--- src/rtl/qep_gen_pkg.sv ---
// qep_gen_pkg: shared FSM states, quadrature state constants and the A/B step function.
package qep_gen_pkg;
  typedef enum logic [1:0] {IDLE, RUN_CONT, RUN_BURST} qep_gen_state_t;
  localparam logic [1:0] QEP_AB_S0 = 2'b00;
  localparam logic [1:0] QEP_AB_S1 = 2'b10;
  localparam logic [1:0] QEP_AB_S2 = 2'b11;
  localparam logic [1:0] QEP_AB_S3 = 2'b01;
  localparam int QEP_GEN_MIN_PERIOD = 2;
  function automatic logic [1:0] qep_ab_next(input logic [1:0] ab, input logic fwd);
    return fwd ? (ab == QEP_AB_S0 ? QEP_AB_S1 : ab == QEP_AB_S1 ? QEP_AB_S2 : ab == QEP_AB_S2 ? QEP_AB_S3 : QEP_AB_S0)
               : (ab == QEP_AB_S0 ? QEP_AB_S3 : ab == QEP_AB_S3 ? QEP_AB_S2 : ab == QEP_AB_S2 ? QEP_AB_S1 : QEP_AB_S0);
  endfunction
endpackage

--- src/rtl/qep_gen_quad_stepper.sv ---
// qep_gen_quad_stepper: A/B state, wrapping position, index compare and position preset.
module qep_gen_quad_stepper
  import qep_gen_pkg::*;
#(
  parameter int P_POS_WIDTH = 32
) (
  input  logic                   clk,
  input  logic                   reset,
  input  logic                   step,
  input  logic                   dir,
  input  logic                   load,
  input  logic [P_POS_WIDTH-1:0] load_value,
  input  logic [P_POS_WIDTH-1:0] max_count,
  input  logic [P_POS_WIDTH-1:0] index_pos,
  output logic                   qep_a,
  output logic                   qep_b,
  output logic                   qep_i,
  output logic                   pulse_out,
  output logic                   dir_out,
  output logic [P_POS_WIDTH-1:0] position
);
  logic [1:0] ab;
  logic adv;
  logic [P_POS_WIDTH-1:0] pos_step, pos_nx;
  // a preset wins over a coincident edge, which is then dropped
  assign adv = step && !load;
  assign pos_step = dir ? (position == max_count ? '0 : position + 1'b1)
                        : (position == '0 ? max_count : position - 1'b1);
  assign pos_nx = load ? load_value : adv ? pos_step : position;
  assign {qep_a, qep_b} = ab;
  always_ff @(posedge clk or posedge reset)
    if (reset) begin
      ab <= QEP_AB_S0;
      position <= '0;
      qep_i <= 1'b0;
      pulse_out <= 1'b0;
      dir_out <= 1'b0;
    end else begin
      ab <= adv ? qep_ab_next(ab, dir) : ab;
      position <= pos_nx;
      qep_i <= pos_nx == index_pos && index_pos <= max_count;
      pulse_out <= adv;
      dir_out <= adv ? dir : dir_out;
    end
endmodule

--- src/rtl/qep_signal_gen.sv ---
// qep_signal_gen: quadrature encoder emulator producing A/B/I and pulse/dir at a programmable edge rate.
// Define QEP_GEN_BURST_EN to compile in the burst command handshake.
module qep_signal_gen
  import qep_gen_pkg::*;
#(
  parameter int P_DIV_WIDTH = 16,
  parameter int P_POS_WIDTH = 32
) (
  input  logic                   clk,
  input  logic                   reset,
  input  logic                   enable,
  input  logic                   dir,
  input  logic [P_DIV_WIDTH-1:0] period,
  input  logic [P_POS_WIDTH-1:0] max_count,
  input  logic [P_POS_WIDTH-1:0] index_pos,
  input  logic                   pos_load,
  input  logic [P_POS_WIDTH-1:0] load_value,
  input  logic                   cmd_valid,
  output logic                   cmd_ready,
  input  logic [P_POS_WIDTH-1:0] cmd_steps,
  input  logic                   cmd_dir,
  output logic                   qep_a,
  output logic                   qep_b,
  output logic                   qep_i,
  output logic                   pulse_out,
  output logic                   dir_out,
  output logic [P_POS_WIDTH-1:0] position,
  output logic                   busy,
  output logic                   done
);
  qep_gen_state_t state, state_n;
  logic [P_DIV_WIDTH-1:0] div_cnt, per_q, eff_period;
  logic dir_q, dir_sel, fire, step, accept, burst_go, last_step;
  assign eff_period = period < P_DIV_WIDTH'(QEP_GEN_MIN_PERIOD) ? P_DIV_WIDTH'(QEP_GEN_MIN_PERIOD) : period;
  // dropping enable in continuous mode discards the pending edge
  assign fire = (state == RUN_BURST || (state == RUN_CONT && enable)) && div_cnt == per_q - 1'b1;
  assign step = fire && !pos_load;
  assign busy = state != IDLE;
  always_comb begin
    state_n = state;
    if (state == IDLE) state_n = burst_go ? RUN_BURST : (enable && !accept) ? RUN_CONT : IDLE;
    else if (state == RUN_CONT) state_n = enable ? RUN_CONT : IDLE;
    else state_n = last_step ? IDLE : RUN_BURST;
  end
  // period and direction are latched per interval so changes land on the next one
  always_ff @(posedge clk or posedge reset)
    if (reset) begin
      state <= IDLE;
      div_cnt <= '0;
      per_q <= P_DIV_WIDTH'(QEP_GEN_MIN_PERIOD);
      dir_q <= 1'b0;
    end else begin
      state <= state_n;
      div_cnt <= (state == IDLE || pos_load || fire) ? '0 : div_cnt + 1'b1;
      if (state == IDLE || step) begin
        per_q <= eff_period;
        dir_q <= dir_sel;
      end
    end
`ifdef QEP_GEN_BURST_EN
  logic [P_POS_WIDTH-1:0] rem;
  assign accept = cmd_valid && cmd_ready;
  assign burst_go = accept && cmd_steps != '0;
  assign last_step = state == RUN_BURST && step && rem == P_POS_WIDTH'(1);
  assign dir_sel = state == RUN_BURST ? dir_q : burst_go ? cmd_dir : dir;
  always_ff @(posedge clk or posedge reset)
    if (reset) begin
      rem <= '0;
      cmd_ready <= 1'b0;
      done <= 1'b0;
    end else begin
      rem <= burst_go ? cmd_steps : (state == RUN_BURST && step) ? rem - 1'b1 : rem;
      cmd_ready <= state_n == IDLE && !enable;
      done <= (accept && cmd_steps == '0) || last_step;
    end
`else
  logic unused_cmd;
  assign unused_cmd = ^{cmd_valid, cmd_steps, cmd_dir};
  assign accept = 1'b0;
  assign burst_go = 1'b0;
  assign last_step = 1'b0;
  assign dir_sel = dir;
  assign cmd_ready = 1'b0;
  assign done = 1'b0;
`endif
  qep_gen_quad_stepper #(.P_POS_WIDTH(P_POS_WIDTH)) u_stepper (
    .clk(clk),
    .reset(reset),
    .step(fire),
    .dir(dir_q),
    .load(pos_load),
    .load_value(load_value),
    .max_count(max_count),
    .index_pos(index_pos),
    .qep_a(qep_a),
    .qep_b(qep_b),
    .qep_i(qep_i),
    .pulse_out(pulse_out),
    .dir_out(dir_out),
    .position(position)
  );
endmodule

--- config.mk ---
export PLATFORM = sky130hd
export DESIGN_NAME = qep_signal_gen
export DESIGN_NICKNAME = d
export VERILOG_FILES = /design/src/rtl/qep_gen_pkg.sv /design/src/rtl/qep_gen_quad_stepper.sv /design/src/rtl/qep_signal_gen.sv
export SDC_FILE = /design/constraint.sdc
export NUM_CORES = 1
export LEC_CHECK = 0
export ABC_CLOCK_PERIOD_IN_PS = 9100
export CORE_MARGIN = 3
export CORE_UTILIZATION = 55
export CTS_CLUSTER_SIZE = 20
export DETAILED_ROUTE_END_ITERATION = 16
export PLACE_DENSITY = 0.85
export SYNTH_ARGS = -nofsm -noshare
export SYNTH_HDL_FRONTEND = slang
export SYNTH_HIERARCHICAL = 1
export SYNTH_SLANG_ARGS = --single-unit
--- constraint.sdc ---
create_clock -name clk -period 9.1 [get_ports clk]
set_input_delay 2.73 -clock clk [delete_from_list [all_inputs] [get_ports clk]]
set_output_delay 2.73 -clock clk [all_outputs]
set_load 0.01 [all_outputs]
==> flow_summary.toml <==
[status]
status = "finished, final reports clean"

[cells_and_area]
finish.utilization_pct = 68.73
area_growth_syn_to_layout_pct = 21.77
layout-drive-gt1-share_pct = 7.477
layout.nets = 1360
finalNonFillerCells = 1362
final_cell_mix = "clkdlybuf4s50_1, nand2_1, xnor2_1"
layout_commonest_cell = "clkdlybuf4s50_1"

[power_and_ir_drop]
seq_power_share_pct = 34.4
p_int_mw = 0.7609
power.switching_mw = 0.4228
p_sw_share_pct = 35.72
p_total_mw = 1.184
clock_power_share_pct = 33.8
p_comb_share_pct = 31.8
vdd_drop_max_mv = 0.09345
p_leak_nw = 3.935
p_per_area_mw_per_mm2 = 117.6

[floorplanning]
fp.dieW_um = 128.6
die_y_um = 128.6
die_area_mm2 = 0.01654
io_pins = 191
start_util_pct = 56.44
coreArea_mm2 = 0.01464
rows = 44

[detailed_routing]
viasPerCell = 6.941
routed_wl_um = 33360
vias = 9453
wl_per_cell_um = 24.49
drtIter0Drc = 1329
ant_nets = 0
drc = 0
drt-pass1-iter-count = 6

[cts]
cts_root_buf = "clkbuf_16"
path_clk_slew_ps = 60
hold_buffers = 0
cts_tree = "yes"
numCtsBuffers = 9
post_cts_buffers = 0
cts_resized = 0
h-tree-depth = 3
clk_path_buf_depth = 2
clkLatencyLatePin_ps = 360
cts.sinks = 72

[placed_design]
hpwl_um = 25590
dp_slack_ps = 1414
gp_congestion = 1.069
numPortBuffers = 154
dp_cells = 1345

[setup_path]
crit_type = "in -> reg"
crit_required_ps = 9350
r2r_cells = 17
start_kind = "input port"
end_kind = "flip-flop"
crit_fanout = 20
crit_arrival_ps = 7800

[sta]
rsz0062_at_grt = "no"
finalClockSkew_ps = 9.245
setup_viol = 0
period_share_pct = 82.92
slew_viol_final = 0
hold_viol_final = 0
setup_tns_ps = 0
max_slew.worst_pin.slew_ps = 1290
timing.fmax_mhz = 132.5
setup_ws_ps = 1555
max-slew-margin-rel_pct = 11.76
period_minus_slack_ps = 7545

[global_routing]
grt_pass1_wl_um = 49850
antenna_found_initial = 0
grt_use_total_pct = 39.49
grt_max_degree = 40
first_global_vias = 8762
grt.overflow.total = 0

[logic_synthesis]
synth-async-reset-ratio_pct = 100.0
syn-cell-area_mm2 = 0.008265
yosysSeqAreaShare_pct = 21.81
postSynthCellCount = 1061
synth-seq-cells = 72
synth_edf_count = 0
ys.flop_type = "dfrtp_1"
syn_avg_cell_area_um2 = 7.790
ys_warn_count = 6
yosysUniqueCellTypes = 96

[hold_path]
hold_class = "reg -> reg"
whs_path_depth = 0

[run]
maxCapViolCount = 0
## metrics by stage
step	hold WS, ps	cell area, um2
after global placement	424.0	9733
after floorplan	451.7	8269
final	442.8	10060
after global routing	453.7	10060
after CTS	444.6	10060
after detailed placement	430.1	9733
## synth_stat cells (9+ instances only)
library cell  number  area share (%)
nor3_1            31             1.9
nor4_1            44             3.3
buf_6             13             1.8
nand4_1           41             3.1
o21ai_0           60             3.6
and3_1            13            0.98
mux2i_1           11             1.3
o31ai_1            9            0.82
inv_1             73             3.3
mux2_2            11             1.5
xor2_1            27             2.9
dfrtp_1           71              21
ha_1              37             5.6
nand3_1           35             2.1
clkbuf_1          36             1.6
nor2_1            67             3.0
xnor2_1           89             9.4
a21oi_1           53             3.2
nand2_1          107             4.9
o22ai_1           10            0.76
buf_2             12            0.73
or4_1             13             1.2
a31oi_1           12            0.91
## critical path: stages
cell and delay [ps]:
clkdlybuf4s50_1 480, nand2_1 50, mux2_2 250, nor4_1 330, nand4_1 150, or4_1 540, nor3_4 160, buf_4 280
or3b_2 740, nor2_1 460, a221o_1 300, o21ai_1 180, xnor2_1 360, o221a_2 260, o2111ai_1 160, nor4_2 340
## power groups by stage
stage          clock network [mW]  logic, mW  registers [mW]
6_report                    0.400      0.377           0.407
5_1_grt                     0.414      0.399           0.410
4_1_cts                     0.401      0.365           0.403
3_5_place_dp                    0      0.363           0.409
3_3_place_gp                    0      0.358           0.409
2_1_floorplan                   0      0.232           0.374
## sequential cells by signal, indices dropped and copies added (netlist names)
name / count
dir_q: 1
u_stepper/ab: 2
u_stepper/dir_out: 1
state: 2
u_stepper/qep_i: 1
u_stepper/position: 32
per_q: 16
u_stepper/pulse_out: 1
div_cnt: 16
## logic make-up after synthesis
logic type | share of synthesized area [%]
AOI/OAI and AO/OA | 20.66
muxes | 4.284
xor gates and xnor gates | 12.29
and+or+nand+nor | 26.70
adders and majority gates | 5.601
buffers and inverters | 8.598
other | 0.04537
DFF | 21.81
## metal layers
| layer | GRT usage (%) | up-vias | part of all wire [%] |
|---|---|---|---|
| met5 | 0 | - | 0 |
| met4 | 22.79 | 0 | 6.6 |
| met3 | 9.132 | 158 | 13 |
| met2 | 60.22 | 767 | 43 |
| met1 | 51.31 | 4384 | 38 |
| li1 | - | 4144 | - |
## final cells by class
type	instances	area, um2
Timing Repair Buffer	171	1664
Antenna cell	1	2.502
Fill cell	1246	4579
Multi-Input combinational cell	845	5762
Sequential cell	72	1803
Inverter	73	274.0
Tap cell	184	230.2
Clock buffer	9	225.2
Clock inverter	7	103.9
## worst paths after layout
kind / from / end / slack [ps]
min reg2reg: state[1]$_DFF_PP0_ / state[1]$_DFF_PP0_ / 440
max in group asynchronous: reset / u_stepper/position[12]$_DFF_PP0_ / 5850
min in group asynchronous: reset / div_cnt[10]$_DFF_PP0_ / 2800
max: enable / u_stepper/qep_i$_DFF_PP0_ / 1550
max reg2reg: per_q[0]$_DFFE_PP0P_ / u_stepper/qep_i$_DFF_PP0_ / 3480
min: state[1]$_DFF_PP0_ / state[1]$_DFF_PP0_ / 440
Note: power is estimated with default switching activity, not from simulation.
